[src/rtl/spi_rx_pkg.sv]
// Shared constants and types for the SPI receiver: register offsets,
// CTRL/STATUS bit positions and the receive FSM state type.
package spi_rx_pkg;

  localparam logic [3:0] ADDR_DATA   = 4'h0;
  localparam logic [3:0] ADDR_STATUS = 4'h4;
  localparam logic [3:0] ADDR_CTRL   = 4'h8;

  localparam int CTRL_EN      = 0;
  localparam int CTRL_IRQ_EN  = 1;
  localparam int CTRL_CLR_OVR = 2;
  localparam int CTRL_FLUSH   = 3;
  localparam int CTRL_LSB     = 4;

  localparam int ST_NOT_EMPTY = 0;
  localparam int ST_FULL      = 1;
  localparam int ST_OVR       = 2;
  localparam int ST_BUSY      = 3;
  localparam int ST_LEVEL_LSB = 8;

  typedef enum logic {
    IDLE  = 1'b0,
    SHIFT = 1'b1
  } rx_state_e;

endpackage

[src/rtl/spi_rx_sync_fifo.sv]
// Single-clock FIFO with flush and fill level; pops while empty are ignored
// and pushes while full succeed only when a pop frees a slot in that cycle.
module sync_fifo #(
  parameter  int WIDTH = 8,
  parameter  int DEPTH = 8,
  localparam int AW    = $clog2(DEPTH),
  localparam int LW    = AW + 1
) (
  input  logic             clk,
  input  logic             reset,
  input  logic             push,
  input  logic             pop,
  input  logic             flush,
  input  logic [WIDTH-1:0] din,
  output logic [WIDTH-1:0] dout,
  output logic             full,
  output logic             empty,
  output logic [LW-1:0]    level
);

  logic [WIDTH-1:0] mem [DEPTH];
  logic [AW-1:0]    wr_ptr;
  logic [AW-1:0]    rd_ptr;
  logic             push_ok;
  logic             pop_ok;

  assign empty   = (level == '0);
  assign full    = (level == LW'(DEPTH));
  assign pop_ok  = pop & ~empty;
  assign push_ok = push & (~full | pop_ok);
  assign dout    = empty ? '0 : mem[rd_ptr];

  always_ff @(posedge clk) begin
    if (reset || flush) begin
      wr_ptr <= '0;
      rd_ptr <= '0;
      level  <= '0;
    end else begin
      if (push_ok) wr_ptr <= wr_ptr + AW'(1);
      if (pop_ok)  rd_ptr <= rd_ptr + AW'(1);
      level <= level + LW'(push_ok) - LW'(pop_ok);
    end
  end

  always_ff @(posedge clk) begin
    if (push_ok && !flush) mem[wr_ptr] <= din;
  end

endmodule

[src/rtl/spi_rx.sv]
// SPI mode-0 target: synchronises the link, deserialises bytes into a FIFO
// and exposes DATA/STATUS/CTRL on the bus. SPI_RX_LSB_FIRST_EN adds CTRL[4].
//
//   state | meaning
//   IDLE  | link deselected or receiver disabled; bit counter held at 0
//   SHIFT | cs low and enabled; sampling mosi on each spi_clk rising edge
module spi_rx
  import spi_rx_pkg::*;
#(
  parameter  int FIFO_DEPTH  = 8,
  parameter  int SYNC_STAGES = 2,
  localparam int LW          = $clog2(FIFO_DEPTH) + 1
) (
  input  logic        clk,
  input  logic        reset,
  input  logic        select,
  input  logic [3:0]  wstrb,
  input  logic [3:0]  addr,
  input  logic [31:0] data_i,
  output logic        ready,
  output logic [31:0] data_o,
  input  logic        spi_cs,
  input  logic        spi_clk,
  input  logic        spi_mosi,
  output logic        irq
);

  logic [SYNC_STAGES-1:0] cs_sync, sclk_sync, mosi_sync;
  logic cs_s, sclk_s, mosi_s, sclk_prev, sclk_rise;

  rx_state_e state, state_next;
  logic [2:0] bit_cnt;
  logic [7:0] shreg, shreg_next;
  logic shift_en, push, busy;

  logic served, rd_en, wr_en, ctrl_wr, pop, flush, clr_ovr;
  logic ctrl_en, ctrl_irq_en, ctrl_lsb, ovr;
  logic ctrl_en_next, ctrl_irq_en_next, ovr_next;
  logic fifo_full, fifo_empty, pop_ok, push_ok, push_drop;
  logic [7:0]    fifo_dout;
  logic [LW-1:0] fifo_level, level_next;
  logic [31:0]   rdata;

  assign cs_s      = cs_sync[SYNC_STAGES-1];
  assign sclk_s    = sclk_sync[SYNC_STAGES-1];
  assign mosi_s    = mosi_sync[SYNC_STAGES-1];
  assign sclk_rise = sclk_s & ~sclk_prev;

  always_ff @(posedge clk) begin
    if (reset) begin
      cs_sync   <= '1;
      sclk_sync <= '0;
      mosi_sync <= '0;
      sclk_prev <= 1'b0;
    end else begin
      cs_sync   <= {cs_sync[SYNC_STAGES-2:0], spi_cs};
      sclk_sync <= {sclk_sync[SYNC_STAGES-2:0], spi_clk};
      mosi_sync <= {mosi_sync[SYNC_STAGES-2:0], spi_mosi};
      sclk_prev <= sclk_s;
    end
  end

  always_ff @(posedge clk) begin
    if (reset) state <= IDLE;
    else       state <= state_next;
  end

  always_comb begin
    state_next = state;
    case (state)
      IDLE:    if (!cs_s && ctrl_en) state_next = SHIFT;
      SHIFT:   if (cs_s || !ctrl_en) state_next = IDLE;
      default: state_next = IDLE;
    endcase
  end

  always_comb begin
    busy     = (state == SHIFT);
    shift_en = busy && !cs_s && ctrl_en && sclk_rise;
    push     = shift_en && (bit_cnt == 3'd7);
  end

`ifdef SPI_RX_LSB_FIRST_EN
  assign shreg_next = ctrl_lsb ? {mosi_s, shreg[7:1]} : {shreg[6:0], mosi_s};
`else
  assign shreg_next = {shreg[6:0], mosi_s};
`endif

  // Leaving SHIFT zeroes the counter, which is what discards a partial byte.
  always_ff @(posedge clk) begin
    if (reset) begin
      bit_cnt <= '0;
      shreg   <= '0;
    end else if (state != SHIFT) begin
      bit_cnt <= '0;
    end else if (shift_en) begin
      bit_cnt <= bit_cnt + 3'd1;
      shreg   <= shreg_next;
    end
  end

  assign rd_en   = ready && (wstrb == 4'h0);
  assign wr_en   = ready && (wstrb != 4'h0);
  assign pop     = rd_en && (addr[3:2] == ADDR_DATA[3:2]);
  assign ctrl_wr = wr_en && (addr[3:2] == ADDR_CTRL[3:2]) && wstrb[0];
  assign clr_ovr = ctrl_wr && data_i[CTRL_CLR_OVR];
  assign flush   = ctrl_wr && data_i[CTRL_FLUSH];

  sync_fifo #(.WIDTH(8), .DEPTH(FIFO_DEPTH)) u_fifo (
    .clk   (clk),
    .reset (reset),
    .push  (push),
    .pop   (pop),
    .flush (flush),
    .din   (shreg_next),
    .dout  (fifo_dout),
    .full  (fifo_full),
    .empty (fifo_empty),
    .level (fifo_level)
  );

  // Mirror of the FIFO's accept rules so irq can follow the post-edge state.
  assign pop_ok     = pop & ~fifo_empty;
  assign push_ok    = push & (~fifo_full | pop_ok);
  assign push_drop  = push & fifo_full & ~pop_ok & ~flush;
  assign level_next = flush ? '0 : fifo_level + LW'(push_ok) - LW'(pop_ok);

  assign ctrl_en_next     = ctrl_wr ? data_i[CTRL_EN]     : ctrl_en;
  assign ctrl_irq_en_next = ctrl_wr ? data_i[CTRL_IRQ_EN] : ctrl_irq_en;
  assign ovr_next         = push_drop ? 1'b1 : (clr_ovr ? 1'b0 : ovr);

  always_ff @(posedge clk) begin
    if (reset) begin
      ready       <= 1'b0;
      served      <= 1'b0;
      ctrl_en     <= 1'b0;
      ctrl_irq_en <= 1'b0;
      ovr         <= 1'b0;
      irq         <= 1'b0;
    end else begin
      // served keeps a held select from producing a second ready pulse
      ready       <= select & ~ready & ~served;
      served      <= select & (served | ready);
      ctrl_en     <= ctrl_en_next;
      ctrl_irq_en <= ctrl_irq_en_next;
      ovr         <= ovr_next;
      irq         <= ctrl_irq_en_next & ((level_next != '0) | ovr_next);
    end
  end

`ifdef SPI_RX_LSB_FIRST_EN
  always_ff @(posedge clk) begin
    if (reset)        ctrl_lsb <= 1'b0;
    else if (ctrl_wr) ctrl_lsb <= data_i[CTRL_LSB];
  end
  logic unused_ok;
  assign unused_ok = ^{addr[1:0], data_i[31:5], wstrb[3:1]};
`else
  assign ctrl_lsb = 1'b0;
  logic unused_ok;
  assign unused_ok = ^{addr[1:0], data_i[31:4], wstrb[3:1], ctrl_lsb};
`endif

  always_comb begin
    rdata = '0;
    case (addr[3:2])
      ADDR_DATA[3:2]: rdata[7:0] = fifo_dout;
      ADDR_STATUS[3:2]: begin
        rdata[ST_NOT_EMPTY]             = ~fifo_empty;
        rdata[ST_FULL]                  = fifo_full;
        rdata[ST_OVR]                   = ovr;
        rdata[ST_BUSY]                  = busy;
        rdata[ST_LEVEL_LSB +: 9]        = 9'(fifo_level);
      end
      ADDR_CTRL[3:2]: begin
        rdata[CTRL_EN]     = ctrl_en;
        rdata[CTRL_IRQ_EN] = ctrl_irq_en;
        rdata[CTRL_LSB]    = ctrl_lsb;
      end
      default: rdata = '0;
    endcase
  end

  assign data_o = ready ? rdata : 32'h0;

endmodule

[config.mk]
export PLATFORM = sky130hd
export DESIGN_NAME = spi_rx
export DESIGN_NICKNAME = d
export VERILOG_FILES = /design/src/rtl/spi_rx_pkg.sv /design/src/rtl/spi_rx_sync_fifo.sv /design/src/rtl/spi_rx.sv
export SDC_FILE = /design/constraint.sdc
export NUM_CORES = 1
export LEC_CHECK = 0
export CORE_ASPECT_RATIO = 1.5
export CORE_MARGIN = 5
export CORE_UTILIZATION = 48
export DETAILED_ROUTE_END_ITERATION = 10
export PLACE_DENSITY_LB_ADDON = 0.1
export REMOVE_ABC_BUFFERS = 1
export SLEW_MARGIN = 15
export SYNTH_ARGS = -nofsm -noshare
export SYNTH_HDL_FRONTEND = slang
export SYNTH_SLANG_ARGS = --single-unit
[constraint.sdc]
create_clock -name clk -period 6.1 [get_ports clk]
set_input_delay 1.525 -clock clk [delete_from_list [all_inputs] [get_ports clk]]
set_output_delay 1.525 -clock clk [all_outputs]
set_load 0.1 [all_outputs]
# == Yosys cells after proc, flatten, opt, wreduce, memory -nomap -nowiden ==
# Memories as Yosys holds them, arrays and structs flattened. A register that Yosys moved wholly into a read port is not among the register bits.
# Index checks and enable logic that the tools add are counted.
# op_classes
reduce_logical,25
add_sub_neg,5
mux,18
n_bitwise,21
n_eq_ne,4
# op_table
operator,n
17-bit 2-to-1 mux,1
1-bit logical AND,13
1-bit bitwise AND,10
3-bit by 1-bit adder with 3-bit output (second input constant),3
3-bit 2-to-1 mux,3
4-bit zero test,2
1-bit 2-to-1 mux,8
4-bit 2-to-1 mux,2
8-bit 2-to-1 mux,1
1-bit NOT,8
4-bit nonzero test,2
2-bit one-hot mux with 3 select lines,1
4-bit by 1-bit adder with 4-bit output,1
4-bit equality test (second input constant),1
2-bit one-hot mux with 2 select lines,1
4-bit by 1-bit subtractor with 4-bit output,1
3-bit equality test (second input constant),1
1-bit zero test,3
1-bit OR,3
2-bit by 1-bit equality test with 1-bit output (second input constant),1
2-bit equality test (second input constant),1
2-bit zero test,1
1-bit logical OR,2
1-bit one-hot mux with 2 select lines,1
2 further kinds,2
# word_totals
n_memories,1
ram_bits,64
regBits,34
in_bits,46
# memory_table
name,depth,word_bits,read_ports,rd_clocked_by_memory_dff,wr,line,rtl
u_fifo.mem,8,8,1,1,1,spi_rx_sync_fifo.sv:21,logic [WIDTH-1:0] mem [DEPTH];

# == Longest topological paths before layout ==
# depth
word_depth,12
ltp_mapped,14

# == By module ==
# From an unflattened synthesis, not the netlist that was laid out.
# hier_totals
cells_unflattened,332
area_unflattened_um2,4529.3
# modules_own_cells
module,seq_area_each_um2,instances,cells_per_inst,area_each_um2
sync_fifo,2182.1,1,183,3181.8
spi_rx,480.5,1,149,1347.5

# == Worst setup path before layout ==
# OpenSTA, ideal clock, no wires.
# synth_timing
path_type,input-to-output
startpoint,in addr[2]
endpoint,out data_o[1]
stages,4
required_time_ps,4575
slack_ps,108
t_arrival_ps,4467
cell_sequence,or3b_1 -> or2_2 -> clkbuf_1 -> o21ai_0
# synth_via
elab_chain_len,3
elab_cells_between_ends,5
cone_classes,eq/ne: 2; mux: 2; reduce/logical: 1
# synth_rtl
item,line,rtl
from (decl),spi_rx.sv:18,"input logic [3:0] addr,"
2-bit equality test (tied with other cells),spi_rx.sv:166,case (addr[3:2])
2-bit one-hot mux with 3 select lines *,spi_rx.sv:166,
17-bit 2-to-1 mux *,spi_rx.sv:184,assign data_o = ready ? rdata : 32'h0;
to (decl),spi_rx.sv:21,"output logic [31:0] data_o,"
# Mark *: on every way between the ends. The rest lies on a longest branch, timed or not.

# == Worst setup path in the final report ==
# layout_timing
startpoint,in addr[3]
endpoint,out data_o[1]
# The elaborated chain is that of the path after synthesis.

==> reports/results.tsv <==
metric	value	unit
status	complete, no violations	
hold_viol	0	
grt_pass1_wl	12.3	mm
fin_cells	449	
ios	80	
placement_rows	42	
postCtsSetupRepairBufs	0	
p_switching	0.314	mW
syn-instance-count	304	
path_max_fanout	7	
cts_buffers	9	
final_nets	390	
crit_slowest_cell	clkdlybuf4s50_1	
clk_latency	0.34	ns
crit_family	buffers and inverters	
switching_share	23.3	%
worst_slack	1.18	ns
fin_crit_sh	80.7	%
clock_sinks	101	
antenna_left	0	
dr_total_vias	2308	
power_leakage	1.77	nW
firstDrtPassIters	4	
ys_seq_area_share	62.8	%
place_hpwl	5.30	mm
path_buf_inv	2	
postCtsHoldBufs	0	
p_per_area	280	mW/mm2
rsz0062_at_grt	false	
crit_chain	clkdlybuf4s50_1 > or3b_1 > or2_2 > o21ai_0 > buf_4	
synth.distinct_cells	48	
drive_gt1_share	17.1	%
wl	7.83	mm
cp-start-kind	primary input	
h-tree-depth	3	
grt_max_degree	19	
die_h	125	um
gp_congestion	0.793	
ir_worst_vdd	0.239	mV
cts_tree	yes	
clock-root-buffer	clkbuf_16	
setup_violations	0	
viasPerCell	5.14	
fillers	768	
max_freq	0.203	GHz
cp.required	4.58	ns
gr-total-overflow	0	
diodes	0	
wl_per_cell	17.4	um
tightest_slew	1.03	ns
avgSynthCellArea	14.0	um2
synth-async-reset-ratio	0	%
drc_errors	0	
placed_cell_area	0.00453	mm2
fp.dieW	86.8	um
cp-end-kind	output port	
period_minus_slack	4.92	ns
min_path_type	reg2reg	
final_area	0.00482	mm2
p_int	1.04	mW
slew_viol_final	0	
sequentialPowerShare	53.5	%
whs	0.414	ns
clk_pin_slew	0.06	ns
skew	0.00738	ns
ys_warn_count	0	
drt_iter0_markers	179	
comb_power_share	5.8	%
numPortBuffers	29	
fin_setup_tns	0	ns
grt_pass1_vias	2390	
ys.flop_type	edfxtp_1	
dp.cells	433	
grt_usage	15.4	%
final_cell_mix	edfxtp_1 (64), dfxtp_1 (37), nor2_1 (35)	
cp.arrival	3.40	ns
die_area	0.0109	mm2
area_growth_syn_to_layout	13.7	%
ys_seq_elements	101	
relSlewSlack	31.3	%
clock_path_buffers	2	
cp_slowest_stage_delay	0.49	ns
max_cap_viol_count	0	
synth_area	0.00424	mm2
core-area	0.00872	mm2
synth_enable_flop_cells	64	
power_frac_clock	40.7	%
post-place-ws	1.19	ns
final_common_cell	edfxtp_1	
initial_utilization	48.6	%
cts_resized	0	
crit_type	in2out	
antenna_found_initial	0	
-- sequential cells by signal, summed over array words and instances, names as in the netlist, 2 cells and up, named ones only --
signal         flops
cs_sync            2
u_fifo.level       4
sclk_sync          2
u_fifo.mem        64
shreg              7
bit_cnt            3
u_fifo.rd_ptr      3
u_fifo.wr_ptr      3
mosi_sync          2
-- power by group through the flow --
stage / sequential [mW] / combinational (mW) / clock, mW
6_report: 0.723 / 0.0777 / 0.550
3_5_place_dp: 0.738 / 0.0775 / 0
3_3_place_gp: 0.738 / 0.0772 / 0
5_1_grt: 0.723 / 0.0804 / 0.593
4_1_cts: 0.723 / 0.0775 / 0.568
2_1_floorplan: 0.740 / 0.0594 / 0
-- per-layer routing --
metal | part of all wire, % | global-route usage (%)
met5 | 0 | 0
met1 | 41 | 18.1
met4 | 2.0 | 6.15
met3 | 4.0 | 3.69
met2 | 53 | 26.7
-- cell families (layout without fill, tap and decap cells) --
logic type	Yosys count	count (layout)	synth area share, %
compound gates	16	16	2.42
xor+xnor	6	6	1.24
fa+ha+maj	10	10	3.13
buf+inv	40	56	5.40
flops	101	101	62.8
mux	35	35	13.0
other cells	1	20	0.0884
simple gates	95	95	12.0
-- metrics by stage --
stage	power (mW)	util, %
final	1.35	55.3
after global routing	1.40	55.3
after CTS	1.37	55.3
after detailed placement	0.816	51.9
after global placement	0.815	51.9
after floorplan	0.800	-
-- cells in the mapped netlist (2+ instances only) --
master	n	area, um2
dfxtp_1	37	741
xnor2_1	2	17.5
and2_1	2	12.5
nor3b_1	2	15.0
mux2i_1	19	190
nor3_1	4	20.0
inv_1	9	33.8
buf_4	20	150
xor2_1	4	35.0
nor2b_1	9	56.3
nor2_4	2	22.5
edfxtp_1	64	1920
or2_2	3	18.8
nand2_1	19	71.3
ha_1	9	113
nor3_2	2	20.0
buf_2	3	15.0
clkbuf_1	7	26.3
mux4_2	16	360
a21oi_1	4	20.0
o21ai_0	4	20.0
nor2_1	35	131
nand3b_1	2	15.0
nand3_1	2	10.0
-- worst register-to-register path, stage by stage (launching register included) --
cell and delay (ns):
dfxtp_1 0.47, or3b_1 0.42, or3_1 0.50, or2_4 0.29, nand2_1 0.06, ha_1 0.15, inv_1 0.06, fa_1 0.37
xor2_1 0.22, nand3b_1 0.12, o31ai_1 0.23, a21boi_1 0.09
-- final timing paths --
check / start / endpoint / slack (ns) / cells past startpoint
setup / recovery: addr[3] / data_o[1] / 1.18 / 5
setup reg to reg: ready / irq / 2.98 / 11
hold reg to reg: cs_sync[0] / cs_sync[1] / 0.41 / 1
hold / removal: cs_sync[0] / cs_sync[1] / 0.41 / 1
-- cell type report --
type | count | area, um2 | area share (%)
clock buffer | 10 | 250 | 5.19
clock inverter | 6 | 43.8 | 0.908
inverter | 9 | 33.8 | 0.700
multi-input combinational | 182 | 1420 | 29.5
sequential | 101 | 2660 | 55.2
tap | 110 | 138 | 2.85
timing repair buffer | 31 | 275 | 5.71
Note: power is estimated with default switching activity, not from simulation.
